File: config.mk
export PLATFORM = sky130hd
export DESIGN_NAME = rx_dfe_slicer
export DESIGN_NICKNAME = d
export VERILOG_FILES = /design/src/rtl/rx_dfe_pack.sv /design/src/rtl/rx_dfe_isi_sum.sv /design/src/rtl/rx_dfe_slicer.sv
export SDC_FILE = /design/constraint.sdc
export NUM_CORES = 1
export LEC_CHECK = 0
export CAP_MARGIN = 20
export CORE_UTILIZATION = 35
export DETAILED_ROUTE_END_ITERATION = 7
export PLACE_DENSITY = 0.5
export SYNTH_ARGS = -nofsm -noshare
export SYNTH_HDL_FRONTEND = slang
export SYNTH_HIERARCHICAL = 1
export SYNTH_SLANG_ARGS = --single-unit
File: constraint.sdc
create_clock -name clk_i -period 24.1 [get_ports clk_i]
set_clock_uncertainty 0.1 [all_clocks]
set_input_delay 6.025 -clock clk_i [delete_from_list [all_inputs] [get_ports clk_i]]
set_output_delay 6.025 -clock clk_i [all_outputs]
set_load 0.02 [all_outputs]
File: src/rtl/rx_dfe_pack.sv
// Shared types and constants for the receive DFE slicer.
// Holds the FSM state encoding, the accumulator width function,
// the tap address map and the default number of taps.
package rx_dfe_pack;

  localparam int unsigned DEFAULT_N_TAPS = 8;
  localparam int unsigned OFFSET_ADDR    = 0;

  typedef enum logic [1:0] {
    ST_IDLE   = 2'd0,
    ST_WARMUP = 2'd1,
    ST_RUN    = 2'd2
  } dfe_state_e;

  // Width that holds adc - offset - sum(+-taps) without overflow.
  function automatic int unsigned acc_width(input int unsigned adc_w,
                                            input int unsigned tap_w,
                                            input int unsigned n_taps);
    return ((adc_w > tap_w) ? adc_w : tap_w) + $clog2(n_taps + 2) + 1;
  endfunction

endpackage

File: src/rtl/rx_dfe_isi_sum.sv
// Combinational post-cursor ISI estimate.
// Ports:
//   hist  decided-bit history, hist[0] = most recent decision
//   taps  signed post-cursor weights, taps[k] pairs with hist[k]
//   isi   signed feedback term: sum of (hist[k] ? +taps[k] : -taps[k])
module rx_dfe_isi_sum
  import rx_dfe_pack::*;
#(
  parameter int unsigned N_TAPS    = DEFAULT_N_TAPS,
  parameter int unsigned TAP_WIDTH = 10,
  parameter int unsigned ACC_WIDTH = acc_width(8, TAP_WIDTH, N_TAPS)
) (
  input  logic [N_TAPS-1:0]           hist,
  input  logic signed [TAP_WIDTH-1:0] taps [N_TAPS],
  output logic signed [ACC_WIDTH-1:0] isi
);

  // Each decided bit maps to a +1/-1 symbol weighting its tap.
  always_comb begin
    isi = '0;
    for (int k = 0; k < N_TAPS; k++) begin
      if (hist[k]) isi = isi + ACC_WIDTH'(taps[k]);
      else         isi = isi - ACC_WIDTH'(taps[k]);
    end
  end

endmodule

File: src/rtl/rx_dfe_slicer.sv
// Decision-feedback equalizer and slicer for the ADC sample path.
// Ports:
//   clk_i, rstb_i          sample clock, async active-low reset
//   en_i                   equalizer enable (low forces IDLE)
//   adc_valid_i/adc_data_i signed sample strobe and data
//   tap_wr_i/addr/data     tap register write (addr 0 = slicer offset)
//   margin_i               unsigned low-margin threshold
//   bit_valid_o/bit_o/eq_o registered decision and equalized value
//   state_o                IDLE=0, WARMUP=1, RUN=2
//   lowmargin_cnt_o        saturating count of |eq| < margin_i
module rx_dfe_slicer
  import rx_dfe_pack::*;
#(
  parameter  int unsigned N_TAPS    = DEFAULT_N_TAPS,
  parameter  int unsigned ADC_WIDTH = 8,
  parameter  int unsigned TAP_WIDTH = 10,
  parameter  int unsigned CNT_WIDTH = 16,
  localparam int unsigned ACC_WIDTH = acc_width(ADC_WIDTH, TAP_WIDTH, N_TAPS),
  localparam int unsigned ADDR_W    = $clog2(N_TAPS + 1)
) (
  input  logic                        clk_i,
  input  logic                        rstb_i,
  input  logic                        en_i,
  input  logic                        adc_valid_i,
  input  logic signed [ADC_WIDTH-1:0] adc_data_i,
  input  logic                        tap_wr_i,
  input  logic [ADDR_W-1:0]           tap_addr_i,
  input  logic signed [TAP_WIDTH-1:0] tap_data_i,
  input  logic [TAP_WIDTH-2:0]        margin_i,
  output logic                        bit_valid_o,
  output logic                        bit_o,
  output logic signed [ACC_WIDTH-1:0] eq_o,
  output logic [1:0]                  state_o,
  output logic [CNT_WIDTH-1:0]        lowmargin_cnt_o
);

  localparam int unsigned WARM_W = $clog2(N_TAPS + 1);

  dfe_state_e                  state_q, state_d;
  logic signed [TAP_WIDTH-1:0] offset_q;
  logic signed [TAP_WIDTH-1:0] post_q [N_TAPS];
  logic [N_TAPS-1:0]           hist_q;
  logic [WARM_W-1:0]           warm_q;
  logic                        bit_valid_q, bit_q;
  logic signed [ACC_WIDTH-1:0] eq_q;
  logic [CNT_WIDTH-1:0]        cnt_q;

  logic signed [ACC_WIDTH-1:0] isi_c, eq_c;
  logic [ACC_WIDTH-1:0]        eq_abs_c;
  logic                        bit_c, low_c;
  logic                        accept_c, emit_c, clear_c;

  // Feedback term from decided-bit history.
  rx_dfe_isi_sum #(
    .N_TAPS    (N_TAPS),
    .TAP_WIDTH (TAP_WIDTH),
    .ACC_WIDTH (ACC_WIDTH)
  ) u_isi_sum (
    .hist (hist_q),
    .taps (post_q),
    .isi  (isi_c)
  );

  // Equalize, slice and measure margin in the sample cycle.
  always_comb begin
    eq_c     = ACC_WIDTH'(adc_data_i) - ACC_WIDTH'(offset_q) - isi_c;
    bit_c    = ~eq_c[ACC_WIDTH-1];
    eq_abs_c = eq_c[ACC_WIDTH-1] ? ACC_WIDTH'(-eq_c) : ACC_WIDTH'(eq_c);
    low_c    = eq_abs_c < ACC_WIDTH'(margin_i);
  end

  // FSM state register.
  always_ff @(posedge clk_i or negedge rstb_i) begin
    if (!rstb_i) state_q <= ST_IDLE;
    else         state_q <= state_d;
  end

  // FSM next state; the last warm-up sample moves to RUN.
  always_comb begin
    state_d = state_q;
    case (state_q)
      ST_IDLE:   if (en_i) state_d = ST_WARMUP;
      ST_WARMUP: if (adc_valid_i && (warm_q == WARM_W'(N_TAPS - 1))) state_d = ST_RUN;
      ST_RUN:    state_d = ST_RUN;
      default:   state_d = ST_IDLE;
    endcase
    if (!en_i) state_d = ST_IDLE;
  end

  // FSM controls for the datapath.
  always_comb begin
    accept_c = 1'b0;
    emit_c   = 1'b0;
    clear_c  = 1'b0;
    if (!en_i) begin
      clear_c = 1'b1;
    end else begin
      case (state_q)
        ST_WARMUP: accept_c = adc_valid_i;
        ST_RUN: begin
          accept_c = adc_valid_i;
          emit_c   = adc_valid_i;
        end
        default:   clear_c = 1'b1;
      endcase
    end
  end

  // Tap register file; out-of-range addresses match no entry.
  always_ff @(posedge clk_i or negedge rstb_i) begin
    if (!rstb_i) begin
      offset_q <= '0;
      for (int k = 0; k < N_TAPS; k++) post_q[k] <= '0;
    end else if (tap_wr_i) begin
      if (tap_addr_i == ADDR_W'(OFFSET_ADDR)) offset_q <= tap_data_i;
      for (int k = 0; k < N_TAPS; k++) begin
        if (tap_addr_i == ADDR_W'(k + 1)) post_q[k] <= tap_data_i;
      end
    end
  end

  // History, warm-up count, output registers and margin counter.
  always_ff @(posedge clk_i or negedge rstb_i) begin
    if (!rstb_i) begin
      hist_q      <= '0;
      warm_q      <= '0;
      bit_valid_q <= 1'b0;
      bit_q       <= 1'b0;
      eq_q        <= '0;
      cnt_q       <= '0;
    end else begin
      bit_valid_q <= emit_c;
      if (clear_c) begin
        hist_q <= '0;
        warm_q <= '0;
        cnt_q  <= '0;
      end else if (accept_c) begin
        hist_q <= {hist_q[N_TAPS-2:0], bit_c};
        bit_q  <= bit_c;
        eq_q   <= eq_c;
        if (state_q == ST_WARMUP) warm_q <= warm_q + WARM_W'(1);
        if (low_c && (cnt_q != '1)) cnt_q <= cnt_q + CNT_WIDTH'(1);
      end
    end
  end

  assign bit_valid_o     = bit_valid_q;
  assign bit_o           = bit_q;
  assign eq_o            = eq_q;
  assign state_o         = state_q;
  assign lowmargin_cnt_o = cnt_q;

endmodule

======== Yosys cells after proc, flatten, opt, wreduce, memory -nomap -nowiden ========
Cells that the tools add are included.
operators by class
  reductions and logical operators ........ 20
  magnitude comparators ................... 1
  bitwise logic cells ..................... 2
  $add $sub $neg .......................... 20
  mux-type cells .......................... 26
  equal/unequal tests ..................... 13
operators by type and width
  operator                                              number
  two-way mux 15 bit                                    9
  adder 15 x 10 -> 15 bit                               7
  subtractor 15 x 10 -> 15 bit                          7
  two-way mux 16 bit                                    3
  AND reduction 2 bit                                   12
  equality test 4 x 3 -> 1 bit (second input constant)  5
  adder 16 x 1 -> 16 bit (second input constant)        1
  two-way mux 8 bit                                     2
  inequality test 16 bit (second input constant)        1
  < comparator 15 x 9 -> 1 bit                          1
  negation 15 bit                                       1
  subtractor 11 x 15 -> 15 bit                          1
  two-way mux 4 bit                                     3
  subtractor 1 x 10 -> 11 bit (first input constant)    1
  subtractor 8 x 10 -> 11 bit                           1
  equality test 4 x 2 -> 1 bit (second input constant)  2
  two-way mux 1 bit                                     6
  one-hot mux 2 bit (3 select lines)                    1
  nonzero test 2 bit                                    3
  adder 4 x 1 -> 4 bit (second input constant)          1
  equality test 4 x 1 -> 1 bit (second input constant)  1
  equality test 4 bit (second input constant)           1
  logical NOT 4 bit                                     1
  two-way mux 2 bit                                     2
  7 further kinds                                       9
storage, ports and cells
  word-level logic and storage cells ...... 98
  register bits after elaboration ......... 137
  bits of input ports ..................... 36
  output and inout bits ................... 35

======== Logic depth before layout (Yosys ltp) ========
Gate-level depths: netlist (run 1).
  depth after elaboration ................. 24
  gate-level depth with buffers ........... 61
  gate-level depth less buffers ........... 60

======== Modules after synthesis ========
The synthesis (run 1) kept the hierarchy.
modules (own cells, without submodules)
  module          seq. area each (µm²)  instances  cells an instance  area each (µm²)
  rx_dfe_slicer   3428.3                1          637                7255.7
  rx_dfe_isi_sum  0.0                   1          801                5799.3

======== Worst setup path after synthesis (run 1) ========
No wires, ideal clock.
  path type ............................... reg2reg
  start point ............................. register hist_q[0]
  end point ............................... register cnt_q[13], in the netlist lowmargin_cnt_o[13]
  slack ................................... 12885 ps
  required time ........................... 23922 ps
  path buffers ............................ 2
  arrival ................................. 11037 ps
  setup time .............................. 78 ps
  cell stages (with the launch flop) ...... 53
  period minus slack after synthesis ...... 11215 ps
  cell sequence ........................... dfrtp_1 clkbuf_1 mux2_2 ha_1 a21o_1 a21oi_1 o21ai_1 a21oi_1 o21bai_1 a21oi_1 o21ai_1 nor2_1 xnor2_1 ha_1 a21o_1 a41o_1 xor2_1 ha_1 [17 not listed] xnor2_1 nor4_1 a2111oi_4 o211ai_2 a21oi_1 xnor2_1 ha_1 a21o_1 a21oi_1 nor2b_1 a221oi_1 o31ai_1 nand4b_1 a311oi_2 nand4_1 buf_2 or3_1 a21oi_1
on the way
  cells in the longest elaborated chain, start to end .. 22
  elaborated cells on any way between the ends .. 29
  those cells by class .................... 16 x add/sub; 1 x order compare; 9 x mux; 3 x reduce/logical
ends and longest elaborated chain
  item                                                                     RTL line                                    source
  start, declared                                                          rx_dfe_slicer.sv:42                         logic [N_TAPS-1:0] hist_q;
  start signal, assigned                                                   rx_dfe_slicer.sv:138                        hist_q <= {hist_q[N_TAPS-2:0], bit_c};
  two-way mux 15 bit *                                                     rx_dfe_isi_sum.sv:22                        if (hist[k]) isi = isi + ACC_WIDTH'(taps[k]);
  subtractor 15 x 10 -> 15 bit or adder 15 x 10 -> 15 bit (tied branches)  rx_dfe_isi_sum.sv:23, rx_dfe_isi_sum.sv:22
  two-way mux 15 bit *                                                     rx_dfe_isi_sum.sv:22
  subtractor 15 x 10 -> 15 bit or adder 15 x 10 -> 15 bit (tied branches)  rx_dfe_isi_sum.sv:23, rx_dfe_isi_sum.sv:22
  two-way mux 15 bit *                                                     rx_dfe_isi_sum.sv:22
  subtractor 15 x 10 -> 15 bit or adder 15 x 10 -> 15 bit (tied branches)  rx_dfe_isi_sum.sv:23, rx_dfe_isi_sum.sv:22
  two-way mux 15 bit *                                                     rx_dfe_isi_sum.sv:22
  subtractor 15 x 10 -> 15 bit or adder 15 x 10 -> 15 bit (tied branches)  rx_dfe_isi_sum.sv:23, rx_dfe_isi_sum.sv:22
  [7 not listed]                                                           -
  named net isi_c[14]                                                      rx_dfe_slicer.sv:48                         logic signed [ACC_WIDTH-1:0] isi_c, eq_c;
  subtractor 11 x 15 -> 15 bit *                                           rx_dfe_slicer.sv:66                         eq_c = ACC_WIDTH'(adc_data_i) - ACC_WIDTH'(offset_q) - isi_c;
  negation 15 bit                                                          rx_dfe_slicer.sv:68                         eq_abs_c = eq_c[ACC_WIDTH-1] ? ACC_WIDTH'(-eq_c) : ACC_WIDTH'(eq_c);
  two-way mux 15 bit *                                                     rx_dfe_slicer.sv:68
  < comparator 15 x 9 -> 1 bit *                                           rx_dfe_slicer.sv:69                         low_c = eq_abs_c < ACC_WIDTH'(margin_i);
  logical AND 1 bit *                                                      rx_dfe_slicer.sv:142                        if (low_c && (cnt_q != '1)) cnt_q <= cnt_q + CNT_WIDTH'(1);
  nonzero test 2 bit (no source line) *                                    -
  AND reduction 2 bit (no source line) *                                   -
  end signal, assigned                                                     rx_dfe_slicer.sv:142
  end, declared                                                            rx_dfe_slicer.sv:46                         logic [CNT_WIDTH-1:0] cnt_q;
Mark *: on every way through the listed nets, which the timed path passes. The rest lies on a longest branch.
A chain may end at the register's enable or synchronous reset.

======== Final worst setup path (run 1) ========
  start point ............................. register post_q[60] in the netlist's numbering
  end point ............................... register cnt_q[12], in the netlist lowmargin_cnt_o[12]
on the way
  cells in the longest elaborated chain, start to end .. 21
  elaborated cells on any way between the ends .. 28
  those cells by class .................... 16 x add/sub; 1 x order compare; 8 x mux; 3 x reduce/logical
ends and longest elaborated chain
  item                                                                     RTL line                                    source
  start, declared                                                          rx_dfe_slicer.sv:41                         logic signed [TAP_WIDTH-1:0] post_q [N_TAPS];
  start signal, assigned by index                                          rx_dfe_slicer.sv:117                        if (tap_addr_i == ADDR_W'(k + 1)) post_q[k] <= tap_data_i;
  subtractor 15 x 10 -> 15 bit or adder 15 x 10 -> 15 bit (tied branches)  rx_dfe_isi_sum.sv:23, rx_dfe_isi_sum.sv:22
  two-way mux 15 bit *                                                     rx_dfe_isi_sum.sv:22
  subtractor 15 x 10 -> 15 bit or adder 15 x 10 -> 15 bit (tied branches)  rx_dfe_isi_sum.sv:23, rx_dfe_isi_sum.sv:22
  two-way mux 15 bit *                                                     rx_dfe_isi_sum.sv:22
  subtractor 15 x 10 -> 15 bit or adder 15 x 10 -> 15 bit (tied branches)  rx_dfe_isi_sum.sv:23, rx_dfe_isi_sum.sv:22
  two-way mux 15 bit *                                                     rx_dfe_isi_sum.sv:22
  subtractor 15 x 10 -> 15 bit or adder 15 x 10 -> 15 bit (tied branches)  rx_dfe_isi_sum.sv:23, rx_dfe_isi_sum.sv:22
  two-way mux 15 bit *                                                     rx_dfe_isi_sum.sv:22
  [6 not listed]                                                           -
  named net isi_c[14]                                                      rx_dfe_slicer.sv:48
  subtractor 11 x 15 -> 15 bit *                                           rx_dfe_slicer.sv:66
  negation 15 bit                                                          rx_dfe_slicer.sv:68
  two-way mux 15 bit *                                                     rx_dfe_slicer.sv:68
  < comparator 15 x 9 -> 1 bit *                                           rx_dfe_slicer.sv:69
  logical AND 1 bit *                                                      rx_dfe_slicer.sv:142
  nonzero test 2 bit (no source line) *                                    -
  AND reduction 2 bit (no source line) *                                   -
Marked as above.

==> results of run 1 <==
-- layout make-up --
cell class / instances / share of cell area, %
tap: 468 / 3.94
multi-input combinational: 1177 / 61.6
clock inverter: 15 / 0.851
timing repair buffer: 79 / 5.34
inverter: 93 / 2.35
sequential: 137 / 23.1
clock buffer: 17 / 2.86
-- cells by family (layout without fill, tap and decap cells) --
logic type,Yosys count,count (layout),share of synthesized area (%)
multiplexers,125,125,10.7
flip-flops,137,137,26.3
adder cells (fa/ha/maj),157,157,16.3
AO/OA/AOI/OAI,312,312,15.8
buffers and inverters,124,204,3.65
AND/OR/NAND/NOR,401,401,14.8
XOR/XNOR,182,182,12.5
-- cells in the final DEF, fill, tap and decap left out, types with 13 or more instances in the layout --
| cell type | netlist | routed |
|---|---|---|
| sky130_fd_sc_hd__fa_1 | 21 | 21 |
| sky130_fd_sc_hd__or3_1 | 24 | 24 |
| sky130_fd_sc_hd__xnor2_1 | 99 | 99 |
| sky130_fd_sc_hd__dfrtp_1 | 137 | 137 |
| sky130_fd_sc_hd__ha_1 | 136 | 136 |
| sky130_fd_sc_hd__clkbuf_16 | 0 | 17 |
| sky130_fd_sc_hd__nor3_1 | 48 | 48 |
| sky130_fd_sc_hd__nor2_1 | 136 | 136 |
| sky130_fd_sc_hd__nand2_1 | 82 | 82 |
| sky130_fd_sc_hd__clkdlybuf4s50_1 | 0 | 69 |
| sky130_fd_sc_hd__nand3_1 | 26 | 26 |
| sky130_fd_sc_hd__a31oi_1 | 18 | 18 |
| sky130_fd_sc_hd__xor2_1 | 79 | 79 |
| sky130_fd_sc_hd__o21ai_0 | 46 | 46 |
| sky130_fd_sc_hd__a21o_1 | 25 | 25 |
| sky130_fd_sc_hd__mux2_2 | 115 | 115 |
| sky130_fd_sc_hd__nor4_1 | 13 | 13 |
| sky130_fd_sc_hd__and3_1 | 14 | 14 |
| sky130_fd_sc_hd__inv_1 | 93 | 93 |
| sky130_fd_sc_hd__o21bai_1 | 20 | 20 |
| sky130_fd_sc_hd__a21oi_1 | 111 | 111 |
-- tightest hold or removal path: cells and delay by family (launching register included) --
kind               cells  cell delay (ns)
DFF                    1             0.34
and+or+nand+nor        1             0.05
AOI/OAI and AO/OA      1             0.06
-- Yosys cell counts (all sizes together), types with 8 or more instances --
cell	count	area, um^2
or3	24	150
nand2	83	314
o31ai	10	85.1
and3	14	87.6
a21oi	114	582
inv	93	349
o21a	11	83.8
ha	136	1700
nor3	50	260
nor4	13	81.3
mux2	116	1310
fa	21	420
a21o	25	188
o21ai	59	303
buf	8	41.3
a31oi	18	113
xnor2	100	883
clkbuf	23	86.3
mux2i	9	90.1
o211ai	9	72.6
xor2	80	708
o41ai	9	116
and2	9	56.3
o21bai	20	150
dfrtp	137	3430
nand3	26	130
nor2	136	510
-- sequential cells by signal (all words and copies together), names as in the netlist --
name and flops:
post_q 80, lowmargin_cnt_o 16, eq_o 15, offset_q 10, hist_q 8, warm_q 4, state_o 2, bit_o 1
bit_valid_o 1
-- through the flow --
stage,hold WS [ns],std cells,cell area [um^2]
global placement,0.364,1952,14300
floorplan,0.379,1438,13100
finish,0.378,1986,14900
global route,0.413,1986,14900
CTS,0.388,1984,14800
detailed placement,0.374,1952,14300
-- routing by layer --
metal / vias up / track usage, % / wire (um)
li1: 5267 / - / -
met1: 4959 / 26.4 / 17600
met2: 137 / 28.2 / 14700
met3: 11 / 3.02 / 849
met4: 0 / 3.79 / 269
met5: - / 0 / 0
-- path summary, 6_finish.rpt --
kind                                         from                         endpoint  cells past startpoint
setup / recovery           post_q[60]$_DFFE_PN0P_  lowmargin_cnt_o[12]$_DFFE_PN0P_                     53
hold / removal                eq_o[5]$_DFFE_PN0P_              eq_o[5]$_DFFE_PN0P_                      2
setup reg to reg           post_q[60]$_DFFE_PN0P_  lowmargin_cnt_o[12]$_DFFE_PN0P_                     53
hold reg to reg               eq_o[5]$_DFFE_PN0P_              eq_o[5]$_DFFE_PN0P_                      2
max in group asynchronous                  rstb_i           post_q[50]$_DFFE_PN0P_                      2
min in group asynchronous                  rstb_i                bit_o$_DFFE_PN0P_                      1
==> impl_summary.txt, run 1 <==
----------------------------------------------------
[Run status]
  Status ... finished, final reports clean

[CTS]
  Post-CTS Resized ... 0
  Post-CTS setup buffer count ... 0
  Clock root buffer master ... sky130_fd_sc_hd__clkbuf_16
  Cts hold-fix bufs ... 0
  Source-to-sink clock delay at the later pin of the worst-skew pair ... 0.44 ns
  Buffer levels on the longest clock path ... 2
  CTS tree ... done
  Clock-pin transition on the worst setup and hold timing paths ... 0.06 ns
  Level count of the clock H-tree ... 4
  Clk sink count ... 137
  Number of buffers inserted during clock tree synthesis ... 17

[Cells and area]
  Fraction of final layout cells sized beyond drive strength 1 ... 12.0%
  # diodes ... 0
  Core utilization of the finished layout ... 40.5%
  Area growth from synthesis to final layout ... 13.8%
  Total Nets Final ... 1698
  Multi-input logic area ... 0.00915 mm^2
  Number of filler cells placed in the layout ... 3674
  Sequential cell area ... 0.00343 mm^2

[Critical path]
  Endpoint type of the worst setup path ... register
  Worst R2R Setup Slack ... 10.81 ns
  Worst path top cell family by delay ... compound AO/OA/AOI/OAI gates
  Largest stage delay, worst path ... 0.71 ns
  Crit path kind ... register to register
  Worst path required time ... 24.37 ns
  Sum of buffers and inverters on the critical path ... 2
  Max Fanout on Critical Path ... 17
  Critical path's most frequent cell ... sky130_fd_sc_hd__xnor2_1
  Worst endpoint data arrival time ... 13.55 ns
  Standard cell with the maximum stage delay on the critical path ... sky130_fd_sc_hd__o41ai_1
  Launching element type of the critical path ... register

[Timing]
  Setup TNS ... 0 ns
  Measured slew at the worst slew-check pin ... 0.959 ns
  Tmin final ... 13.29 ns
  Final clock period utilization by the worst path ... 55.1%
  Worst Setup Slack, final ... 10.81 ns
  Unrepaired setup endpoints after global routing ... false
  Setup violations, final ... 0
  Number of hold violations in the final report ... 0
  Final slew viol count ... 0
  Max Freq ... 75.3 MHz
  Max-slew headroom ... 35.9%

[Floorplanning]
  Area enclosed by the die boundary ... 0.0381 mm^2
  Site row count ... 70
  Die Y ... 195 um
  Area of the core region ... 0.0367 mm^2
  Boundary Pins ... 71
  Die boundary width ... 195 um
  Initial Utilization ... 35.6%

[Placement]
  Final estimated routing congestion in global placement ... 0.820
  Final HPWL DP ... 25400 um
  Port bufs ... 70
  Setup WS pre-CTS ... 10.58 ns

[Detailed routing]
  Final wirelength ... 33400 um
  Routed wire length per instance ... 16.8 um
  Via density per instance ... 5.22
  DRC errors left ... 0
  First drt pass iteration count ... 5
  Antenna viol nets, final ... 0
  DRC marker count from the first detailed-route iteration ... 403
  Vias after detailed routing ... 10400

[Global routing]
  Global router's overall resource usage ... 18.2%
  Total congestion overflow ... 0
  Global-route wire length before repair ... 54400 um
  Maximum number of pins on one net before global-route repair ... 54
  Vias in the first global route ... 10000
  Number of antenna violations at the first check in global routing ... 0

[Yosys]
  Most used flip-flop cell after synthesis ... sky130_fd_sc_hd__dfrtp_1
  Syn_nets ... 1631
  Share of synthesized registers carrying an async set or reset ... 100%
  Synthesized cell area ... 0.0131 mm^2
  Number of enable flip-flop cells after synthesis ... 0
  Yosys Warn Count ... 6
  Yosys cell types ... 80
  Flops & latches, synth ... 137
  Mean instance size in the synthesized netlist ... 9.08 um^2
  Sequential element share of the synthesized area ... 26.3%
  Gate count of the mapped netlist ... 1438

[Min path]
  Classification of the worst-slack hold path ... register to register

[Flow run]
  Number of maximum-capacitance violations ... 0

----------------------------------------------------
Power of run 1 is not shown: default switching activity piles up to over one toggle a cycle in this logic, so the estimate is an artifact.
==> inputs of run 2 (changes only) <==
--- a/config.mk
+++ b/config.mk
@@ -8,7 +8,7 @@
 export CAP_MARGIN = 20
 export CORE_UTILIZATION = 35
 export DETAILED_ROUTE_END_ITERATION = 7
-export PLACE_DENSITY = 0.5
+export PLACE_DENSITY = 0.52
 export SYNTH_ARGS = -nofsm -noshare
 export SYNTH_HDL_FRONTEND = slang
 export SYNTH_HIERARCHICAL = 1
==> constraint.sdc (replaced) <==
create_clock -name clk_i -period 11.31 [get_ports clk_i]
set_clock_uncertainty 0.1 [all_clocks]
set_input_delay 2.8275 -clock clk_i [delete_from_list [all_inputs] [get_ports clk_i]]
set_output_delay 2.8275 -clock clk_i [all_outputs]
set_load 0.02 [all_outputs]
==> run 2 against run 1 <==
  * The flow now finishes with violations (setup timing)
  * Register-to-register slack got worse by 11 ns
  * Critical path depth rose by 8
  * Non-clock buffer count rose by 212
  * Design area rose by 16%
  * Clock-buffer cell count rose by 2
  * Highest routed layer unchanged
==> impl_summary.txt, run 2 (synthesis results as in run 1) <==
----------------------------------------------------
[Min path]
  Startpoint of the lowest-slack hold path ... eq_o[8]$_DFFE_PN0P_
  Endpoint of the worst hold-timing path ... eq_o[8]$_DFFE_PN0P_
  WHS Path Cells ... 2 (unchanged)
  Classification of the worst-slack hold path ... register to register

[Run status]
  Status ... complete, but fails checks
  Violations in the final reports ... setup timing

[Timing]
  Worst Setup Slack, final ... -0.0422 ns (-10.85 ns)
  Tmin final ... 11.35 ns (-1.94 ns)
  Number of hold violations in the final report ... 0 (unchanged)
  Max Freq ... 88.1 MHz (+17%)
  Final clock period utilization by the worst path ... 100% (+45 points)
  Unrepaired setup endpoints after global routing ... true
  Measured slew at the worst slew-check pin ... 0.970 ns (+0.0113 ns)
  Setup violations, final ... 12 (+12)
  Max-slew headroom ... 35.3% (-0.52 points)
  Final slew viol count ... 0 (unchanged)

[CTS]
  Number of buffers inserted during clock tree synthesis ... 17 (unchanged)
  Buffer levels on the longest clock path ... 2 (unchanged)
  Source-to-sink clock delay at the later pin of the worst-skew pair ... 0.46 ns (+0.02 ns)
  Clk sink count ... 137 (unchanged)
  Clock-pin transition on the worst setup and hold timing paths ... 0.06 ns (about the same)
  CTS tree ... done
  Clock root buffer master ... sky130_fd_sc_hd__clkbuf_16
  Level count of the clock H-tree ... 4 (unchanged)
  Cts hold-fix bufs ... 0 (unchanged)

[Detailed routing]
  Final wirelength ... 35900 um (+7.7%)
  First drt pass iteration count ... 5 (unchanged)
  Antenna viol nets, final ... 0 (unchanged)
  DRC errors left ... 0 (unchanged)
  Via density per instance ... 5.20 (-0.41%)
  Vias after detailed routing ... 11400 (+10%)
  Routed wire length per instance ... 16.4 um (-2.7%)
  DRC marker count from the first detailed-route iteration ... 548 (+36%)

[Global routing]
  Met1 Use GR ... 27.4% (+1.1 points)
  Global router's overall resource usage ... 19.5% (+1.3 points)
  Total congestion overflow ... 0 (unchanged)
  Met3 Track Usage GR ... 2.97% (-0.052 points)
  Global-route wire length before repair ... 58700 um (+7.9%)
  Most utilized layer in the global route result ... met2
  Maximum number of pins on one net before global-route repair ... 72 (+33%)
  GR Util met2 ... 31.1% (+3.0 points)
  Number of antenna violations at the first check in global routing ... 0 (unchanged)
  Vias in the first global route ... 11200 (+11%)

[Critical path]
  Worst path required time ... 11.59 ns (-12.78 ns)
  Worst endpoint data arrival time ... 11.63 ns (-1.92 ns)
  Largest stage delay, worst path ... 0.43 ns (-0.28 ns)
  Endpoint type of the worst setup path ... register
  Launching element type of the critical path ... register
  Endpoint of the lowest-slack register-to-register path ... lowmargin_cnt_o[15]$_DFFE_PN0P_
  Cell depth of the worst flop-to-flop path ... 61 (+15%)
  Reg2Reg Launch Point ... post_q[71]$_DFFE_PN0P_
  Worst R2R Setup Slack ... -0.04 ns (-10.85 ns)
  Crit path kind ... register to register
  Max Fanout on Critical Path ... 8 (-9)
  Standard cell with the maximum stage delay on the critical path ... sky130_fd_sc_hd__fa_1

[Cells and area]
  Largest reg by FF count ... post_q
  Commonest cells after routing, fill and taps aside ... 210 x sky130_fd_sc_hd__buf_4, 137 x sky130_fd_sc_hd__dfrtp_1, 125 x sky130_fd_sc_hd__nor2_1, 121 x sky130_fd_sc_hd__ha_1, 114 x sky130_fd_sc_hd__mux2_2
  Fraction of final layout cells sized beyond drive strength 1 ... 29.6% (+18 points)
  Total Nets Final ... 1910 (+12%)
  # diodes ... 0 (unchanged)
  Area growth from synthesis to final layout ... 31.5%
  Largest register FFs ... 80 (unchanged)
  Core utilization of the finished layout ... 46.8% (+6.3 points)
  Most common cell after layout, fill and taps aside ... sky130_fd_sc_hd__buf_4

[Floorplanning]
  Boundary Pins ... 71 (unchanged)
  Initial Utilization ... 35.6% (unchanged)
  Die boundary width ... 195 um (unchanged)
  Die Y ... 195 um (unchanged)
  Area of the core region ... 0.0367 mm^2 (unchanged)
  Site row count ... 70 (unchanged)
  Area enclosed by the die boundary ... 0.0381 mm^2 (unchanged)

[Placement]
  Setup WS pre-CTS ... -0.617 ns (-11.20 ns)
  Port bufs ... 70 (unchanged)
  Final estimated routing congestion in global placement ... 0.857 (+4.5%)
  Final HPWL DP ... 26800 um (+5.3%)

[Flow run]
  Number of maximum-capacitance violations ... 0 (unchanged)

----------------------------------------------------
-- run 2: cell types whose count changed in the layout (fill, tap and decap cells not counted), sizes merged --
cell      change
buf         +212
clkinv        -3
clkbuf        +2
bufinv        +1
clkinvlp      -1
inv           +1
-- run 2: final cells by class --
cell class	instances	area, um^2
Fill cell	3544	19500
Multi-Input combinational cell	1177	9820
Sequential cell	137	3430
Timing Repair Buffer	291	2400
Tap cell	468	586
Clock buffer	19	443
Inverter	93	349
Clock inverter	13	143
-- run 2: stage by stage --
step / instance area [um^2] / hold slack [ns] / TNS, ns / instances
3_3_place_gp: 15600 / 0.363 / -5.81 / 2134
2_1_floorplan: 13100 / 0.379 / 0 / 1438
4_1_cts: 16800 / 0.383 / -2.49 / 2191
5_1_grt: 17200 / 0.396 / -10.73 / 2198
3_5_place_dp: 15600 / 0.370 / -9.51 / 2134
6_report: 17200 / 0.377 / -0.200 / 2198
-- run 2: critical path: cells and delay by family (launching register included) --
family	cells	cell delay [ns]
fa+ha+maj	11	3.28
flops	1	0.37
xor+xnor	9	1.27
simple gates	16	2.44
compound gates	13	2.38
buf+inv	12	1.47
-- run 2: what timing repair did --
item / CTS / global route
buffers inserted: 22 / 7
endpoints found under the hold margin: 0 / 0
gates resized for setup: 102 / 62
gates cloned: 3 / 0
pin swaps: 104 / 53
setup endpoints to repair: 16 / 16
-- run 2: per-layer routing --
layer | vias to the layer above | wire, um
met1 | 5520 | 18200
met5 | - | 0
met3 | 30 | 1110
li1 | 5704 | -
met4 | 0 | 474
met2 | 180 | 16100
-- run 2: worst max-delay path by stage --
stage / cells past startpoint / start / endpoint / slack [ns]
2_1_floorplan: 52 / hist_q[0]$_DFFE_PN0P_ / lowmargin_cnt_o[13]$_DFFE_PN0P_ / 0.09
3_3_place_gp: 61 / post_q[60]$_DFFE_PN0P_ / lowmargin_cnt_o[2]$_DFFE_PN0P_ / -0.37
3_5_place_dp: 58 / post_q[60]$_DFFE_PN0P_ / lowmargin_cnt_o[5]$_DFFE_PN0P_ / -0.62
4_1_cts: 60 / post_q[71]$_DFFE_PN0P_ / lowmargin_cnt_o[15]$_DFFE_PN0P_ / -0.18
5_1_grt: 60 / post_q[70]$_DFFE_PN0P_ / lowmargin_cnt_o[5]$_DFFE_PN0P_ / -0.70
6_report: 61 / post_q[71]$_DFFE_PN0P_ / lowmargin_cnt_o[15]$_DFFE_PN0P_ / -0.04
Power of run 2 is left out for the same reason.
